==> config.mk <==
export PLATFORM = sky130hd
export DESIGN_NAME = hazard_ctrl_mc
export DESIGN_NICKNAME = d
export VERILOG_FILES = /design/src/rtl/hazard_ctrl_mc.sv
export SDC_FILE = /design/constraint.sdc
export NUM_CORES = 1
export LEC_CHECK = 0
export ABC_AREA = 0
export CORE_MARGIN = 1.5
export CORE_UTILIZATION = 53
export CTS_CLUSTER_SIZE = 24
export DETAILED_ROUTE_END_ITERATION = 7
export HOLD_SLACK_MARGIN = 0.03
export PLACE_DENSITY = 0.86
export REMOVE_ABC_BUFFERS = 1
export SYNTH_ARGS = -nofsm -noshare
export SYNTH_HDL_FRONTEND = slang
export SYNTH_SLANG_ARGS = --single-unit
export TNS_END_PERCENT = 20
==> constraint.sdc <==
create_clock -name CPU_CLK -period 7 [get_ports CPU_CLK]
set_input_delay 1.4 -clock CPU_CLK [delete_from_list [all_inputs] [get_ports CPU_CLK]]
set_output_delay 1.4 -clock CPU_CLK [all_outputs]
set_load 0.02 [all_outputs]
==> src/rtl/hazard_ctrl_mc.sv <==
// hazard_ctrl_mc: pipeline hazard unit with cache-miss FSM, multi-cycle op scoreboard, forwarding and stall counter
// Ports:
//   CPU_CLK / CPU_RSTN          clock, synchronous active-low reset
//   ICacheMiss / DCacheMiss     cache misses, held until refill completes
//   BranchE, JalrE, JalD        control redirects
//   Rs*/Rd*, RegRead*, RegWrite*, MemToRegE   operand and writeback info per stage
//   McIssueE/McRdE, McDoneW/McRdW             multi-cycle op issue and writeback
//   Stall*/Flush*               stage-register controls
//   Forward1E/2E                00 regfile, 10 from M, 01 from W
//   StallCnt                    saturating count of cycles with StallF=1
module hazard_ctrl_mc #(
  parameter int AW       = 5,
  parameter int MC_DEPTH = 2,
  parameter int CNT_W    = 16
) (
  input  logic             CPU_CLK,
  input  logic             CPU_RSTN,
  input  logic             ICacheMiss,
  input  logic             DCacheMiss,
  input  logic             BranchE,
  input  logic             JalrE,
  input  logic             JalD,
  input  logic [AW-1:0]    Rs1D,
  input  logic [AW-1:0]    Rs2D,
  input  logic [AW-1:0]    Rs1E,
  input  logic [AW-1:0]    Rs2E,
  input  logic [AW-1:0]    RdE,
  input  logic [AW-1:0]    RdM,
  input  logic [AW-1:0]    RdW,
  input  logic [1:0]       RegReadD,
  input  logic [1:0]       RegReadE,
  input  logic             RegWriteM,
  input  logic             RegWriteW,
  input  logic             MemToRegE,
  input  logic             McIssueE,
  input  logic [AW-1:0]    McRdE,
  input  logic             McDoneW,
  input  logic [AW-1:0]    McRdW,
  output logic             StallF,
  output logic             StallD,
  output logic             StallE,
  output logic             StallM,
  output logic             StallW,
  output logic             FlushF,
  output logic             FlushD,
  output logic             FlushE,
  output logic             FlushM,
  output logic             FlushW,
  output logic [1:0]       Forward1E,
  output logic [1:0]       Forward2E,
  output logic [CNT_W-1:0] StallCnt
);
  localparam int NREG = 2 ** AW;
  localparam logic [1:0] S_RUN = 2'd0, S_DMISS = 2'd1, S_IMISS = 2'd2;
  localparam logic [NREG-1:0] ONE = {{(NREG-1){1'b0}}, 1'b1};
  logic [NREG-1:0]  busy_q, busy_d;
  logic [2:0]       mc_cnt_q, mc_cnt_d;
  logic             redir_pend_q, redir_pend_d;
  logic [1:0]       state_q, state_d;
  logic [CNT_W-1:0] cnt_q, cnt_d;
  logic strc, raw, lu, hz, rd_e, rd_d, imiss, issue_ok;
  // a full MC unit only blocks when no slot frees up in the same cycle
  assign strc  = (mc_cnt_q == 3'(MC_DEPTH)) && McIssueE && !McDoneW;
  assign raw   = (RegReadD[1] && Rs1D != '0 && busy_q[Rs1D]) ||
                 (RegReadD[0] && Rs2D != '0 && busy_q[Rs2D]);
  assign lu    = MemToRegE && RdE != '0 &&
                 ((RegReadD[1] && Rs1D == RdE) || (RegReadD[0] && Rs2D == RdE));
  // a redirect latched during a D miss replays as an EX redirect
  assign rd_e  = BranchE || JalrE || redir_pend_q;
  assign rd_d  = rd_e || JalD;
  assign hz    = (raw || lu) && !rd_d;
  assign imiss = ICacheMiss && !DCacheMiss;
  always_comb begin
    {StallF, StallD, StallE, StallM, StallW} = '0;
    {FlushD, FlushE, FlushM, FlushW} = '0;
    FlushF = !CPU_RSTN;
    if (!CPU_RSTN) begin
      {FlushD, FlushE, FlushM, FlushW} = '1;
    end else if (DCacheMiss) begin
      {StallF, StallD, StallE, StallM} = '1;
      FlushW = 1'b1;
    end else if (strc) begin
      {StallF, StallD, StallE} = '1;
      FlushM = 1'b1;
    end else begin
      StallF = imiss || hz;
      StallD = hz;
      FlushD = rd_d || (imiss && !hz);
      FlushE = rd_e || hz;
    end
  end
  assign Forward1E = (!CPU_RSTN || !RegReadE[1] || Rs1E == '0) ? 2'b00 :
                     (RegWriteM && Rs1E == RdM) ? 2'b10 :
                     (RegWriteW && Rs1E == RdW) ? 2'b01 : 2'b00;
  assign Forward2E = (!CPU_RSTN || !RegReadE[0] || Rs2E == '0) ? 2'b00 :
                     (RegWriteM && Rs2E == RdM) ? 2'b10 :
                     (RegWriteW && Rs2E == RdW) ? 2'b01 : 2'b00;
  assign StallCnt  = cnt_q;
  assign issue_ok  = McIssueE && !StallE;
  // set is applied after clear so an issue to the same reg wins
  assign busy_d    = (busy_q & ~(McDoneW ? ONE << McRdW : '0)) |
                     ((issue_ok && McRdE != '0) ? ONE << McRdE : '0);
  assign mc_cnt_d  = mc_cnt_q + 3'(issue_ok) - 3'(McDoneW && mc_cnt_q != '0);
  // a pending redirect blocked by a structural stall waits for the next free cycle
  assign redir_pend_d = DCacheMiss ? (redir_pend_q || BranchE || JalrE || JalD)
                                   : (redir_pend_q && strc);
  assign state_d   = DCacheMiss ? S_DMISS :
                     (ICacheMiss && state_q != S_DMISS) ? S_IMISS : S_RUN;
  assign cnt_d     = (StallF && !(&cnt_q)) ? cnt_q + 1'b1 : cnt_q;
  always_ff @(posedge CPU_CLK) begin
    if (!CPU_RSTN) begin
      busy_q       <= '0;
      mc_cnt_q     <= '0;
      redir_pend_q <= 1'b0;
      state_q      <= S_RUN;
      cnt_q        <= '0;
    end else begin
      busy_q       <= busy_d;
      mc_cnt_q     <= mc_cnt_d;
      redir_pend_q <= redir_pend_d;
      state_q      <= state_d;
      cnt_q        <= cnt_d;
    end
  end
endmodule

### Word-level counts from Yosys, hierarchy flattened

Index checks and enable logic that the tools add are counted.

* output and inout port bits: 30
* flip-flop bits (word level): 52

* mux-type cells: 33
* bitwise gates (word level): 3
* reduce and logical (&&, ||, !) cells: 55
* add/sub/neg operators: 3
* equality and inequality tests: 7
* magnitude comparators: 2
* shifts and indexed selects: 2

Operators with widths (number)
* two-way mux 32 bit: 2
* << shifter 1 x 5 -> 32 bit (first input constant): 2
* AND 32 bit: 1
* NOT 32 bit: 1
* OR 32 bit: 1
* == test 5 bit: 6
* two-way mux 1 bit: 25
* logical AND 1 bit: 22
* nonzero test 5 bit: 4
* adder 16 x 1 -> 16 bit (second input constant): 1
* logical OR 1 bit: 16
* AND reduction 16 bit: 1
* < comparator 5 x 6 -> 1 bit (second input constant): 2
* binary-select mux 1 bit (select 5 bit): 2
* zero test 5 bit: 2
* zero test 1 bit: 9
* two-way mux 2 bit: 4
* adder 3 x 1 -> 3 bit: 1
* == test 3 x 2 -> 1 bit (second input constant): 1
* nonzero test 3 bit: 1
* subtractor 3 x 1 -> 3 bit: 1

### Logic depth before layout (Yosys ltp)

Gate-level depths: netlist of the first run.

* word-level depth: 12
* mapped depth: 12
* mapped depth without buffers: 12

### Worst setup path before layout of the first run

Ideal clock, no wire load.

* path type: input to output
* start point: input port Rs1D[0]
* end point: output port FlushD
* path slack: 2.225 ns
* arrival time: 3.375 ns
* data required time: 5.600 ns
* stages: 8
* cells stage by stage: buf_6 -> mux4_1 -> mux2i_1 -> mux4_2 -> nor2_4 -> o31ai_4 -> nand2_1 -> a21oi_1

* word-level cells in the longest chain between the ends: 12

RTL lines
* from (decl): RTL line 23 `input logic [AW-1:0] Rs1D,`
* binary-select mux 1 bit (select 5 bit) (tied with other cells): RTL line 64 `assign raw = (RegReadD[1] && Rs1D != '0 && busy_q[Rs1D]) ||`
* two-way mux 1 bit (implied by the code) (tied with other cells): RTL line 64
* logical AND 1 bit or logical OR 1 bit (tied branches): RTL line 64, 67
* logical OR 1 bit or logical AND 1 bit (tied branches): RTL line 64, 66
* logical OR 1 bit *: RTL line 71 `assign hz = (raw || lu) && !rd_d;`
* logical AND 1 bit *: RTL line 71
* zero test 1 bit *: RTL line 88 `FlushD = rd_d || (imiss && !hz);`
* logical AND 1 bit *: RTL line 88
* logical OR 1 bit *: RTL line 88
* two-way mux 1 bit *: RTL line 82 `end else if (strc) begin`
* two-way mux 1 bit *: RTL line 79 `end else if (DCacheMiss) begin`
* two-way mux 1 bit *: RTL line 77 `if (!CPU_RSTN) begin`
* to (decl): RTL line 45 `output logic FlushD,`

Mark *: on every way between the ends. The rest lies on a longest branch, timed or not. The select of a mux whose other input is x is not followed.

### Worst setup path after layout of the first run

Ends and elaborated chain as after synthesis.

==> results of run 1 <==
[cells by family after synthesis]
group | after synthesis
flops | 52
xor+xnor | 33
other cells | 1
buf+inv | 26
mux | 36
simple gates | 158
compound gates | 89
fa+ha+maj | 4
[cells in the mapped netlist, types with 6 or more instances]
library cell                n  area (um^2)
sky130_fd_sc_hd__nand2b_1  18          113
sky130_fd_sc_hd__inv_1      9         33.8
sky130_fd_sc_hd__nor2_1    39          146
sky130_fd_sc_hd__o21a_1    27          203
sky130_fd_sc_hd__a21oi_1    9         45.0
sky130_fd_sc_hd__or3_1      6         37.5
sky130_fd_sc_hd__mux4_2     9          203
sky130_fd_sc_hd__nand3_1   22          110
sky130_fd_sc_hd__nand2_1   29          109
sky130_fd_sc_hd__dfxtp_1   52         1040
sky130_fd_sc_hd__xor2_1    25          219
sky130_fd_sc_hd__and3_1     7         43.8
sky130_fd_sc_hd__mux4_1     6          158
sky130_fd_sc_hd__xnor2_1    8         70.1
sky130_fd_sc_hd__o21ai_0   36          180
sky130_fd_sc_hd__nor4_1     7         43.8
sky130_fd_sc_hd__mux2i_1   19          190
sky130_fd_sc_hd__clkbuf_1   7         26.3
sky130_fd_sc_hd__nand4_1    8         50.1
[metrics by stage]
| stage | instances | area (um^2) |
|---|---|---|
| floorplan | 383 | 3410 |
| global placement | 551 | 4410 |
| detailed placement | 551 | 4410 |
| CTS | 559 | 4500 |
| global route | 559 | 4500 |
| finish | 559 | 4500 |
[where the power goes]
group          internal [uW]  leakage (uW)  total, uW  switching [uW]
logic                   89.3       0.00126        181            91.3
clock network           72.9     0.0000423        179             106
registers                309      0.000421        322            13.3
[sequential cells by signal, indices dropped and copies added (netlist names)]
signal,cells
busy_q,32
StallCnt,16
mc_cnt_q,3
redir_pend_q,1
[metal layers]
| layer | vias to the layer above | global-route usage (%) |
|---|---|---|
| li1 | 1612 | - |
| met1 | 1593 | 36.2 |
| met2 | 175 | 47.1 |
| met3 | 17 | 5.41 |
| met4 | 0 | 6.74 |
| met5 | - | 0 |
[cell type report]
cell class | instances | share of cell area, %
multi-input cells | 321 | 51.7
flip-flops and latches | 52 | 23.1
repair buffers | 91 | 20.1
well taps | 77 | 2.14
clock buffers | 5 | 1.53
inverters | 10 | 0.833
clock inverters | 3 | 0.583
[how the worst max path moves through the flow]
stage	endpoint	depth (start not counted)
5_1_grt	FlushD	9
3_3_place_gp	FlushD	9
4_1_cts	FlushD	9
3_5_place_dp	FlushD	9
6_report	FlushD	9
2_1_floorplan	FlushD	7
[cells in the final DEF, fill, tap and decap left out, drive strengths merged, types with 3 or more instances in the layout]
| cell type | count |
|---|---|
| or4 | 4 |
| o21ai | 37 |
| nand3 | 22 |
| ha | 3 |
| inv | 10 |
| o21a | 27 |
| clkdlybuf4s50 | 89 |
| and3 | 7 |
| nor2 | 40 |
| mux2i | 19 |
| a21oi | 9 |
| xor2 | 25 |
| nor4 | 8 |
| nor2b | 5 |
| nand4 | 8 |
| nor3 | 3 |
| dfxtp | 52 |
| nand2b | 18 |
| xnor2 | 8 |
| clkbuf | 5 |
| and2 | 3 |
| mux4 | 15 |
| nand2 | 30 |
| or3 | 6 |
| o31ai | 3 |
==> results.cfg, run 1 <==
[outcome]
status = finished clean

[worst_setup_path]
timing.critical_path.buf_inv = 2
endpoint_kind = primary output
critical-path-top-delay-family = buffers and inverters
crit_required_ns = 5.60
path_max_fanout = 10
critical-path-top-cell-by-count = sky130_fd_sc_hd__clkdlybuf4s50_1
crit-reg2reg-launch = mc_cnt_q[1]
rrSetupSlack_ns = 4.10
slowest_stage = sky130_fd_sc_hd__clkdlybuf4s50_1
timing.critical_path.slowest_cell_delay_ns = 0.85
cp.arrival_ns = 4.52
ff2ff_path_depth = 12
worstSetupStartpoint = Rs1D[0]
timing.critical_path.cells = clkdlybuf4s50_1, mux4_1, mux2i_1, mux4_2, nor2_4, o31ai_4, nand2_1, a21oi_1, clkdlybuf4s50_1
critical_path_class = in -> out
worstSetupStartpointType = input pin
r2r-end = mc_cnt_q[2]

[timing]
timing_worst_slew_pin_value_ns = 0.599
timing.final.ws_setup_ns = 1.08
timing.final.crit_share_pct = 84.6
setup_tns_final_ns = 0
finalHoldWorstSlack_ns = 0.471
post-route-min-period_ns = 5.92
fin_skew_ns = 0.00818
count_of_final_setup_violators = 0
report.final.slew_viol_count = 0
worst_relative_slew_slack_pct = 59.7
max_freq_ghz = 0.169
finalHoldViolations = 0
unrepaired_setup_endpoints_after_global_routing = no

[clock_tree]
worst_skew_pair.late_latency_ns = 0.31
hold_buffers = 0
h-tree-depth = 2
clk_buf_depth = 2
clkSlewWorstSetupHoldPaths_ns = 0.10
cts_root_buffer = sky130_fd_sc_hd__clkbuf_8
clock_sink_count = 52
cts_tree = built
cts_setup_buffers = 0
cts_made_buffers = 5
cts-resized-gates = 0

[final_layout]
final_core_area_utilization_pct = 70.5
synth_to_layout_area_growth_pct = 28.3
design.final.nets = 546
multi_input_comb_area_um2 = 2330
nFillCells = 505
post_route_cells_drive_above_1_share_pct = 5.39
sequential_cell_area_um2 = 1040
antenna-diode-count = 0

[yosys]
syn-instance-count = 399
synth_enable_flop_cells = 0
yosys-mux-area-fraction_pct = 16.3
synth.lib_cells_used.distinct = 52
postSynthRegisterBits = 52
yosys_warnings = 0
synth_fa_ha_area_share_pct = 1.64
synth_top_family_by_area = simple AND/OR/NAND/NOR gates
mapped_area_um2 = 3510
synth-async-reset-ratio_pct = 0
synth_area_per_cell_um2 = 8.80
yosysSeqAreaShare_pct = 29.7
simple_gate_share_of_the_synthesized_area_pct = 23.0
synth-xor-area-share_pct = 8.23
synthFlopType = sky130_fd_sc_hd__dfxtp_1
synth_compound_gate_area_share_pct = 17.0

[drt]
antenna_left = 0
route.top_layer_used = met4
drc = 0
detail_route.first_pass.iterations = 5
routed_length_per_instance_um = 17.5
drt-initial-drc-count = 314
met2_wirelength_mm = 4.68
met1Wirelength_mm = 4.05
routed-via-count = 3397
avgViaCountPerCell = 6.08
routed_wirelength_mm = 9.81
dr_wl_met3_um = 925

[floorplanning]
io_pins = 91
die_x_um = 84.4
chipHeight_um = 84.4
rows = 29
die-area_um2 = 7120
starting_utilization_of_the_core_area_pct = 55.0
core_region_area_um2 = 6390

[global_routing]
globalRouteOverflowTotal = 0
first_global_vias = 3281
grt_start_max_net_pins = 36
first_pass_grt_wire_length_mm = 15.9
antenna_found_initial = 0
global_route.usage.total_pct = 27.6

[place]
place_worst_setup_slack_ns = 1.08
gp_routability_congestion = 1.06
port_bufs = 89
hpwlAfterDp_mm = 7.40

[power_and_ir_drop]
p_per_area_nw_per_um2 = 151
design_power_total_uw = 682
vdd_ir_drop_max_uv = 121
p_leak_uw = 0.00172

[hold_path]
min-delay-path-class = reg -> reg
hold_start = busy_q[0]
min_to = busy_q[0]
min_delay_path_depth = 1

[flow_run]
cap_viol_max_count = 0
Note: power is estimated with default switching activity, not from simulation.
==> run 2: changes to the inputs <==
--- a/config.mk
+++ b/config.mk
@@ -7,11 +7,11 @@
 export LEC_CHECK = 0
 export ABC_AREA = 0
 export CORE_MARGIN = 1.5
-export CORE_UTILIZATION = 53
+export CORE_UTILIZATION = 45
 export CTS_CLUSTER_SIZE = 24
 export DETAILED_ROUTE_END_ITERATION = 7
 export HOLD_SLACK_MARGIN = 0.03
-export PLACE_DENSITY = 0.86
+export PLACE_DENSITY = 0.78
 export REMOVE_ABC_BUFFERS = 1
 export SYNTH_ARGS = -nofsm -noshare
 export SYNTH_HDL_FRONTEND = slang
==> constraint.sdc (replaced) <==
create_clock -name CPU_CLK -period 5.25 [get_ports CPU_CLK]
set_input_delay 1.05 -clock CPU_CLK [delete_from_list [all_inputs] [get_ports CPU_CLK]]
set_output_delay 1.05 -clock CPU_CLK [all_outputs]
set_load 0.02 [all_outputs]
==> results.cfg, run 2 (synthesis gave the netlist of run 1 again) <==
[final_layout]
final_core_area_utilization_pct = 59.8
largest-register = busy_q
design.final.nets = 550
largest_reg_flops = 32
final_cell_mix = sky130_fd_sc_hd__clkdlybuf4s50_1, sky130_fd_sc_hd__dfxtp_1, sky130_fd_sc_hd__nor2_1
finished_cell_area_um2 = 4570
multi_input_comb_area_um2 = 2330
sequential_cell_area_um2 = 1040
antenna-diode-count = 0
synth_to_layout_area_growth_pct = 30.1
most_common_cell_after_layout_fill_and_taps_aside = sky130_fd_sc_hd__clkdlybuf4s50_1
nFillCells = 651
post_route_cells_drive_above_1_share_pct = 5.79

[timing]
worst_relative_slew_slack_pct = 62.4
timing.final.crit_share_pct = 94.2
max_freq_ghz = 0.202
report.final.slew_viol_count = 0
fin_skew_ns = 0.00493
setup_tns_final_ns = 0
count_of_final_setup_violators = 0
finalHoldViolations = 0
post-route-min-period_ns = 4.95
timing.final.ws_setup_ns = 0.303
timing_worst_slew_pin_value_ns = 0.559
unrepaired_setup_endpoints_after_global_routing = no

[worst_setup_path]
critical_path_class = in -> out
endpoint_kind = primary output
cp.arrival_ns = 3.90
crit-reg2reg-launch = mc_cnt_q[1]
critical_path_cell_count = 9
critical-path-top-cell-by-count = sky130_fd_sc_hd__clkdlybuf4s50_1
endpoint = FlushD
crit_required_ns = 4.20
timing.critical_path.slowest_cell_delay_ns = 0.81
worstSetupStartpoint = Rs2D[0]
worstSetupStartpointType = input pin
slowest_stage = sky130_fd_sc_hd__clkdlybuf4s50_1
path_max_fanout = 10
r2r-end = mc_cnt_q[2]
rrSetupSlack_ns = 2.38
timing.critical_path.buf_inv = 2
ff2ff_path_depth = 12
critical-path-top-delay-family = buffers and inverters
timing.critical_path.cells = clkdlybuf4s50_1, mux4_2, mux2i_1, and3_1, a221oi_2, o31ai_4, nand2_1, a21oi_1, clkdlybuf4s50_1

[place]
port_bufs = 89
placed_area_um2 = 4470
hpwlAfterDp_mm = 7.33
place_worst_setup_slack_ns = 0.286
gp_routability_congestion = 0.914

[floorplanning]
chipHeight_um = 91.3
rows = 32
die-area_um2 = 8340
starting_utilization_of_the_core_area_pct = 45.9
core_region_area_um2 = 7650
die_x_um = 91.3
io_pins = 91

[clock_tree]
h-tree-depth = 2
clock_sink_count = 52
clk_buf_depth = 2
cts_setup_buffers = 0
cts_tree = built
clkSlewWorstSetupHoldPaths_ns = 0.09
cts-resized-gates = 0
cts_made_buffers = 5
cts_root_buffer = sky130_fd_sc_hd__clkbuf_8
worst_skew_pair.late_latency_ns = 0.31
hold_buffers = 0

[power_and_ir_drop]
p_per_area_nw_per_um2 = 204
p_leak_uw = 0.00175
vdd_ir_drop_max_uv = 112
design_power_total_uw = 934

[hold_path]
min-delay-path-class = reg -> reg

[global_routing]
first_global_vias = 3243
globalRouteOverflowTotal = 0
global_route.usage.total_pct = 23.0
antenna_found_initial = 0
first_pass_grt_wire_length_mm = 15.6
grt_start_max_net_pins = 36

[drt]
antenna_left = 0
routed-via-count = 3368
detail_route.first_pass.iterations = 5
avgViaCountPerCell = 5.75
drt-initial-drc-count = 227
routed_length_per_instance_um = 16.2
drc = 0
routed_wirelength_mm = 9.50

[flow_run]
cap_viol_max_count = 0

[outcome]
status = finished clean
## run 2: power breakdown
group / internal [uW] / total (uW) / switching (uW)
combinational: 119 / 239 / 120
sequential: 411 / 429 / 17.9
clock: 137 / 265 / 128
## run 2: routing by layer
layer	part of all wire [%]	vias to the layer above	global-route usage (%)
li1	-	1613	-
met1	45	1603	30.7
met2	47	135	37.3
met3	6.5	17	4.44
met4	2.1	0	7.55
met5	0	-	0
## run 2: through the flow
stage               std cells  hold WS [ns]
finish                    586         0.447
global route              586         0.467
CTS                       586         0.450
detailed placement        580         0.438
global placement          580         0.440
floorplan                 383         0.427
## run 2: worst min path at each step
stage	start	end	slack, ns	cells after the start
3_3_place_gp	busy_q[0]	busy_q[0]	0.44	1
6_report	busy_q[0]	busy_q[0]	0.45	1
3_5_place_dp	busy_q[0]	busy_q[0]	0.44	1
4_1_cts	busy_q[0]	busy_q[0]	0.45	1
5_1_grt	busy_q[0]	busy_q[0]	0.47	1
2_1_floorplan	busy_q[0]	busy_q[0]	0.43	1
## run 2: worst reg2reg max path: stages, from the launching register on
cell and delay [ns]:
sky130_fd_sc_hd__dfxtp_1 0.43, sky130_fd_sc_hd__nand2_1 0.08, sky130_fd_sc_hd__nor4_1 0.43, sky130_fd_sc_hd__o21ai_0 0.28
sky130_fd_sc_hd__nand2_1 0.29, sky130_fd_sc_hd__ha_1 0.28, sky130_fd_sc_hd__inv_1 0.05, sky130_fd_sc_hd__ha_1 0.12
sky130_fd_sc_hd__inv_1 0.04, sky130_fd_sc_hd__fa_1 0.37, sky130_fd_sc_hd__xor2_1 0.19, sky130_fd_sc_hd__xnor2_1 0.14
sky130_fd_sc_hd__nor2_1 0.05
## run 2: layout make-up
type                            instances  share of cell area [%]
Multi-Input combinational cell        321                    51.0
Sequential cell                        52                    22.8
Timing Repair Buffer                   95                    20.5
Tap cell                              102                    2.79
Clock buffer                            5                    1.51
Inverter                               10                   0.821
Clock inverter                          1                   0.657
==> run 3: changes to the inputs <==
--- a/config.mk
+++ b/config.mk
@@ -16,4 +16,4 @@
 export SYNTH_ARGS = -nofsm -noshare
 export SYNTH_HDL_FRONTEND = slang
 export SYNTH_SLANG_ARGS = --single-unit
-export TNS_END_PERCENT = 20
+export TNS_END_PERCENT = 5
==> results of run 3 <==
No change in the layout: final DEF, timing and power equal those of run 2.
